===== config.mk =====
export PLATFORM = sky130hd
export DESIGN_NAME = pipe_cpa
export DESIGN_NICKNAME = d
export VERILOG_FILES = /design/src/rtl/pipe_cpa_pkg.sv /design/src/rtl/cpa_seg.sv /design/src/rtl/pipe_cpa.sv
export SDC_FILE = /design/constraint.sdc
export NUM_CORES = 1
export LEC_CHECK = 0
export ABC_AREA = 1
export CORE_ASPECT_RATIO = 0.6
export CORE_MARGIN = 3
export CORE_UTILIZATION = 40
export DETAILED_ROUTE_END_ITERATION = 8
export SYNTH_ARGS = -nofsm -noshare
export SYNTH_HDL_FRONTEND = slang
export SYNTH_HIERARCHICAL = 1
export SYNTH_SLANG_ARGS = --single-unit

===== constraint.sdc =====
create_clock -name clk -period 43.4 [get_ports clk]
set_clock_uncertainty 0.15 [all_clocks]
set_input_delay 8.68 -clock clk [delete_from_list [all_inputs] [get_ports clk]]
set_output_delay 8.68 -clock clk [all_outputs]
set_load 0.03 [all_outputs]

===== src/rtl/pipe_cpa_pkg.sv =====
// Shared constants and stage-control type for the segmented pipelined carry-propagate adder.
package pipe_cpa_pkg;

  localparam int CPA_WIDTH = 64;
  localparam int CPA_SEG_W = 16;

  // Control half of a stage register; the top wraps it with operand/sum slices sized by WIDTH.
  typedef struct packed {
    logic vld;
    logic carry;
    logic sub;
  } cpa_ctl_t;

endpackage


===== src/rtl/cpa_seg.sv =====
// Combinational W-bit ripple-carry segment adder; one instance per pipeline stage.
module cpa_seg
  import pipe_cpa_pkg::*;
#(
  parameter int W = CPA_SEG_W
) (
  input  logic [W-1:0] a,
  input  logic [W-1:0] b,
  input  logic         ci,
  output logic [W-1:0] s,
  output logic         co
);

  logic c;

  always_comb begin
    s = '0;
    c = ci;
    for (int i = 0; i < W; i++) begin
      s[i] = a[i] ^ b[i] ^ c;
      c    = (a[i] & b[i]) | (c & (a[i] ^ b[i]));
    end
    co = c;
  end

endmodule


===== src/rtl/pipe_cpa.sv =====
// Pipelined add/sub: stage k adds segment k, upper operands skew forward, finished sum
// segments ride along so every beat exits whole. One global stall enable, bubbles kept.
module pipe_cpa
  import pipe_cpa_pkg::*;
#(
  parameter int WIDTH = CPA_WIDTH,
  parameter int SEG_W = CPA_SEG_W
) (
  input  logic             clk,
  input  logic             rst_n,
  input  logic             in_valid,
  output logic             in_ready,
  input  logic [WIDTH-1:0] a,
  input  logic [WIDTH-1:0] b,
  input  logic             cin,
  input  logic             sub,
  output logic             out_valid,
  input  logic             out_ready,
  output logic [WIDTH-1:0] sum,
  output logic             cout,
  output logic             ovf
);

  localparam int NSTG = WIDTH / SEG_W;

  typedef struct packed {
    cpa_ctl_t         ctl;
    logic [WIDTH-1:0] a;
    logic [WIDTH-1:0] b;
    logic [WIDTH-1:0] s;
  } stg_t;

  if ((WIDTH % SEG_W) != 0 || NSTG < 1) begin : g_bad_cfg
    $error("pipe_cpa: WIDTH must be a nonzero multiple of SEG_W");
  end

  stg_t                       src [NSTG];
  stg_t                       q   [NSTG];
  logic [NSTG-1:0][SEG_W-1:0] seg_a, seg_b, seg_s;
  logic [NSTG-1:0]            seg_co;
  logic [NSTG:0]              vld_pipe;
  logic                       en;

  // Stage k result: drop segment k's sum into place, forward the carry.
  function automatic stg_t nxt(input stg_t s_in, input logic [SEG_W-1:0] s_seg,
                               input logic co, input int k);
    stg_t r;
    r = s_in;
    r.s[k*SEG_W +: SEG_W] = s_seg;
    r.ctl.carry = co;
    return r;
  endfunction

  assign en          = ~(out_valid & ~out_ready);
  assign in_ready    = en;
  assign vld_pipe[0] = in_valid;

  for (genvar k = 0; k < NSTG; k++) begin : g_stg
    if (k == 0) begin : g_src
      // Subtract forces carry-in to 1 and ignores cin.
      assign src[0] = '{ctl: '{vld: vld_pipe[0], carry: sub | cin, sub: sub},
                        a: a, b: b, s: '0};
    end else begin : g_src
      assign src[k] = q[k-1];
    end

    assign seg_a[k] = src[k].a[k*SEG_W +: SEG_W];
    assign seg_b[k] = src[k].b[k*SEG_W +: SEG_W] ^ {SEG_W{src[k].ctl.sub}};

    cpa_seg #(.W(SEG_W)) u_seg (
      .a  (seg_a[k]),
      .b  (seg_b[k]),
      .ci (src[k].ctl.carry),
      .s  (seg_s[k]),
      .co (seg_co[k])
    );

    if (k == NSTG-1) begin : g_ff
      // Output stage fully resets so sum/cout/ovf read 0 out of reset.
      always_ff @(posedge clk or negedge rst_n) begin
        if (!rst_n)  q[k] <= '0;
        else if (en) q[k] <= nxt(src[k], seg_s[k], seg_co[k], k);
      end
    end else begin : g_ff
      always_ff @(posedge clk or negedge rst_n) begin
        if (!rst_n)  q[k].ctl.vld <= 1'b0;
        else if (en) q[k] <= nxt(src[k], seg_s[k], seg_co[k], k);
      end
    end

    assign vld_pipe[k+1] = q[k].ctl.vld;
  end

  assign out_valid = vld_pipe[NSTG];
  assign sum       = q[NSTG-1].s;
  assign cout      = q[NSTG-1].ctl.carry;
  // Overflow from the effective addend's sign (b inverted when subtracting).
  assign ovf       = (q[NSTG-1].a[WIDTH-1] == (q[NSTG-1].b[WIDTH-1] ^ q[NSTG-1].ctl.sub))
                   & (q[NSTG-1].s[WIDTH-1] != q[NSTG-1].a[WIDTH-1]);

endmodule


# Word-level counts from Yosys, hierarchy flattened
# Index checks and enable logic that the tools add are counted.
# classes
eq_ne,2
bitwise,330
n_reduce_logical,1
# ops
cell,n
$and 1x1->1,130
$xor 1x1->1,129
$or 1x1->1,65
$xor 16x16->16,4
$not 1->1,2
$reduce_and 2->1,1
$eq 1x1->1,1
$ne 1x1->1,1
# word_totals
register_bits,684
inputBits,134
out_inout_bits,68
wordCells,357

# Logic depth before layout (Yosys ltp)
# logic_depth
word_depth,34
depth_mapped,24
mapped_depth_nobuf,23

# By module
# Netlist, hierarchy kept.
# modules_own_cells
mod,instances,cells_per_inst,area_each_um2,seq_area_each_um2
pipe_cpa,1,752,12839.8,10630.2
cpa_seg,4,26,357.8,0.0

# Worst setup path before layout
# No wires, ideal clock.
# synth_path
path_kind,input to register
from,input port rst_n
to,register q[195] in the netlist's numbering (enable)
setup_ps,1403
t_arrival_ps,29817
required_time_ps,41847
setup_slack_ps,12030
path_stages,1
n_path_buf,0
cell_sequence,a21boi_0
# synth_via
elab_chain_cells,1
# synth_lines
item,line,source
start: declaration,pipe_cpa.sv:10,"input logic rst_n,"
$reduce_and 2->1 (no source line),n/a,
end signal: indexed assignment,pipe_cpa.sv:87,"else if (en) q[k] <= nxt(src[k], seg_s[k], seg_co[k], k);"
end: declaration,pipe_cpa.sv:38,stg_t q [NSTG];
# Every way passes these cells.
# A chain may end at the register's enable or synchronous reset.

# Worst setup path in the final report
# layout_path
from,input port out_ready
to,output port in_ready
# layout_via
elab_chain_cells,3
# layout_lines
item,line,source
start: declaration,pipe_cpa.sv:18,"input logic out_ready,"
$not 1->1,pipe_cpa.sv:54,assign en = ~(out_valid & ~out_ready);
$and 1x1->1,pipe_cpa.sv:54,
$not 1->1 (no source line),n/a,
end: declaration,pipe_cpa.sv:12,"output logic in_ready,"
# Every way passes these cells.

==> summary.md <==
| Metric | Value |
|---|---|
| Status | completed |
| First-pass GRT wire length | 38.3 mm |
| Max Cap Violations | 0 |
| H-tree depth | 2 |
| Netlist cell types | 17 |
| Syn Area/Cell | 16.7 um^2 |
| CP startpoint | out_ready |
| Share of cells above drive strength 1 | 6.85% |
| Worst slew pin tran | 1220 ps |
| Via density | 4.43 |
| Clk sinks | 366 |
| Core Footprint | 34400 um^2 |
| Die height | 152 um |
| Synth area leader | edfxtp_1 |
| Post-Syn Nets | 1054 |
| DRC | 0 |
| Max Fclk | 49.5 MHz |
| Crit path time final | 20200 ps |
| Area Growth Syn to Fin | 22.4% |
| Antenna Violating Nets Remaining | 0 |
| Pre-antenna DRT Iters | 6 |
| R2R depth | 23 |
| Routability cong. | 0.758 |
| GRT Util Overall | 12.8% |
| IO Port Bufs | 201 |
| Worst VDD drop | 33.9 uV |
| Final period utilization | 46.5% |
| Num CTS Buffers | 36 |
| Clock slew at reported path FFs | 60 ps |
| RR Endpoint | sum[63]$_DFFE_PN0N_ |
| WHS Path Cells | 0 |
| Drt initial violations | 360 |
| P per Cell Area | 62.7 nW/um^2 |
| HP Class | reg -> reg |
| I/O pin cnt | 202 |
| Final nets | 1206 |
| Crit Path Class | in -> out |
| # setup viols final | 0 |
| Minimum hold slack | 264 ps |
| FF-to-FF setup slack | 35290 ps |
| Vias | 6620 |
| Average wire per standard cell | 16.3 um |
| Ant diodes | 0 |
| Post-CTS Setup Bufs | 0 |
| Ys Warns | 6 |
| Seq/Total Area, Yosys | 74.5% |
| Initial core utilization | 41.5% |
| DIE WIDTH | 250 um |
| Root Driver | clkbuf_16 |
| Final hold violations | 0 |
| Register bit count reported by yosys | 366 |
| FF-to-FF Start | q[387]$_DFFE_PP_ |
| Setup TNS | 0 ps |
| Pin count of the biggest net entering global routing | 187 |
| Slew Viols, Final | 0 |
| Min-Delay Endpoint | q[503]$_DFFE_PP_ |
| Clock Tree Buf Depth | 3 |
| Grt ovf | 0 |
| CP peak stage delay | 800 ps |
| Hold Crit Start | q[698]$_DFFE_PP_ |
| Mapped Cells | 856 |
| Crit path launch type | primary input |
| Critical path, cell by cell | clkdlybuf4s50_1, inv_2, buf_4, nand2_4, clkdlybuf4s50_1 |
| Worst EP required | 34570 ps |
| Clock Latency Late Sink | 510 ps |
| # rows | 52 |
| Synth top area cells | edfxtp_1 (62%), dfrtp_1 (13%), fa_1 (9.0%) |
| FILL cells | 2899 |
| Post-Syn Area | 14300 um^2 |
| Synth top area share | 61.9% |
| RSZ-0062 raised after global routing | no |
| LEAKAGE | 6.72 nW |
| Endpoint class of the critical path | primary output |
| CP dominant cell by count | clkdlybuf4s50_1 |
| Detail Placement HPWL | 15.1 mm |
| Hold Buf Count CTS | 0 |
| Arr. time, crit path | 11370 ps |
| Antenna violations before repair | 3 |
| Rel. slew slack | 18.8% |
| Die ar. | 38100 um^2 |
| Post-CTS resize count | 0 |
| Vias in the first global route | 6823 |
| Final Power | 0.00110 W |
| CTS tree | built |
| Final WL | 24.4 mm |
| Crit Path Max Fanout | 78 |
| Critical path's slowest cell | clkdlybuf4s50_1 |
-- worst max-delay path, delay by kind of cell --
family,cells,cell delay [ps]
AND/OR/NAND/NOR,1,730
buffers and inverters,4,1930
-- metrics by stage --
stage,utilization (%),instance area [um^2],setup WS (ps),instances
final,50.7,17500,23200,1495
after detailed placement,47.2,16300,23150,1429
after floorplan,-,14300,12030,856
after CTS,50.7,17500,23150,1495
after global placement,47.2,16300,23160,1429
after global routing,50.7,17500,23020,1495
-- synthesized netlist by cell type --
cell      count
a21boi_0      1
buf_2        10
buf_4        80
buf_6         3
clkbuf_1      2
dfrtp_1      72
edfxtp_1    294
fa_1         64
inv_1        45
inv_2         1
nand2_1     143
nand2_4       1
nand3_1      68
nor2_1        2
o21ai_0       5
or2_2         1
xor2_1       64
-- layer usage --
layer	global-route usage [%]	share of wire (%)	up-vias
met5	0	0	-
li1	-	-	3158
met2	20.4	48	140
met4	3.17	1.5	0
met1	17.7	46	3288
met3	3.28	4.5	34
-- layout make-up --
type,count,area (um^2),area share (%)
tap,459,574,3.29
clock inverter,18,175,1.00
inverter,46,173,0.989
timing repair buffer,209,2080,11.9
sequential,366,10600,60.9
clock buffer,48,1040,5.95
multi-input combinational,349,2790,16.0
-- logic make-up after synthesis --
kind of cell / after synthesis / synth area share, %
DFF: 366 / 74.5
and+or+nand+nor: 215 / 6.32
xor gates and xnor gates: 64 / 3.93
adders and majority gates: 64 / 8.98
buffers and inverters: 141 / 6.06
AOI/OAI and AO/OA: 6 / 0.228
-- flip-flops by register name, indices dropped and copies added (netlist names) --
signal,flops
out_valid,1
q,300
sum,64
cout,1
-- cells in the final DEF (no fill, tap or decap), types with 2 or more instances in the layout --
cell               n
edfxtp_1         294
fa_1              64
clkbuf_1           5
dfrtp_1           71
inv_1             45
clkbuf_16         38
buf_4              8
clkdlybuf4s50_1  200
nand3_1           68
o21ai_0            5
bufinv_16          3
clkinv_2           9
xor2_1            64
nand2_1          143
nor2_1             2
clkbuf_8           5
clkinv_1           4
-- power breakdown --
part	switching (W)	internal [W]	total (W)	leakage [nW]
Sequential	0.0000337	0.000481	0.000514	3.68
Combinational	0.000164	0.000102	0.000267	2.44
Clock	0.000127	0.000187	0.000314	0.605
-- worst max path at each step --
stage / to
after floorplan: q[195]$_DFFE_PP_
after global placement: in_ready
after detailed placement: in_ready
after CTS: in_ready
after global routing: in_ready
final: in_ready
Note: power is estimated with default switching activity, not from simulation.
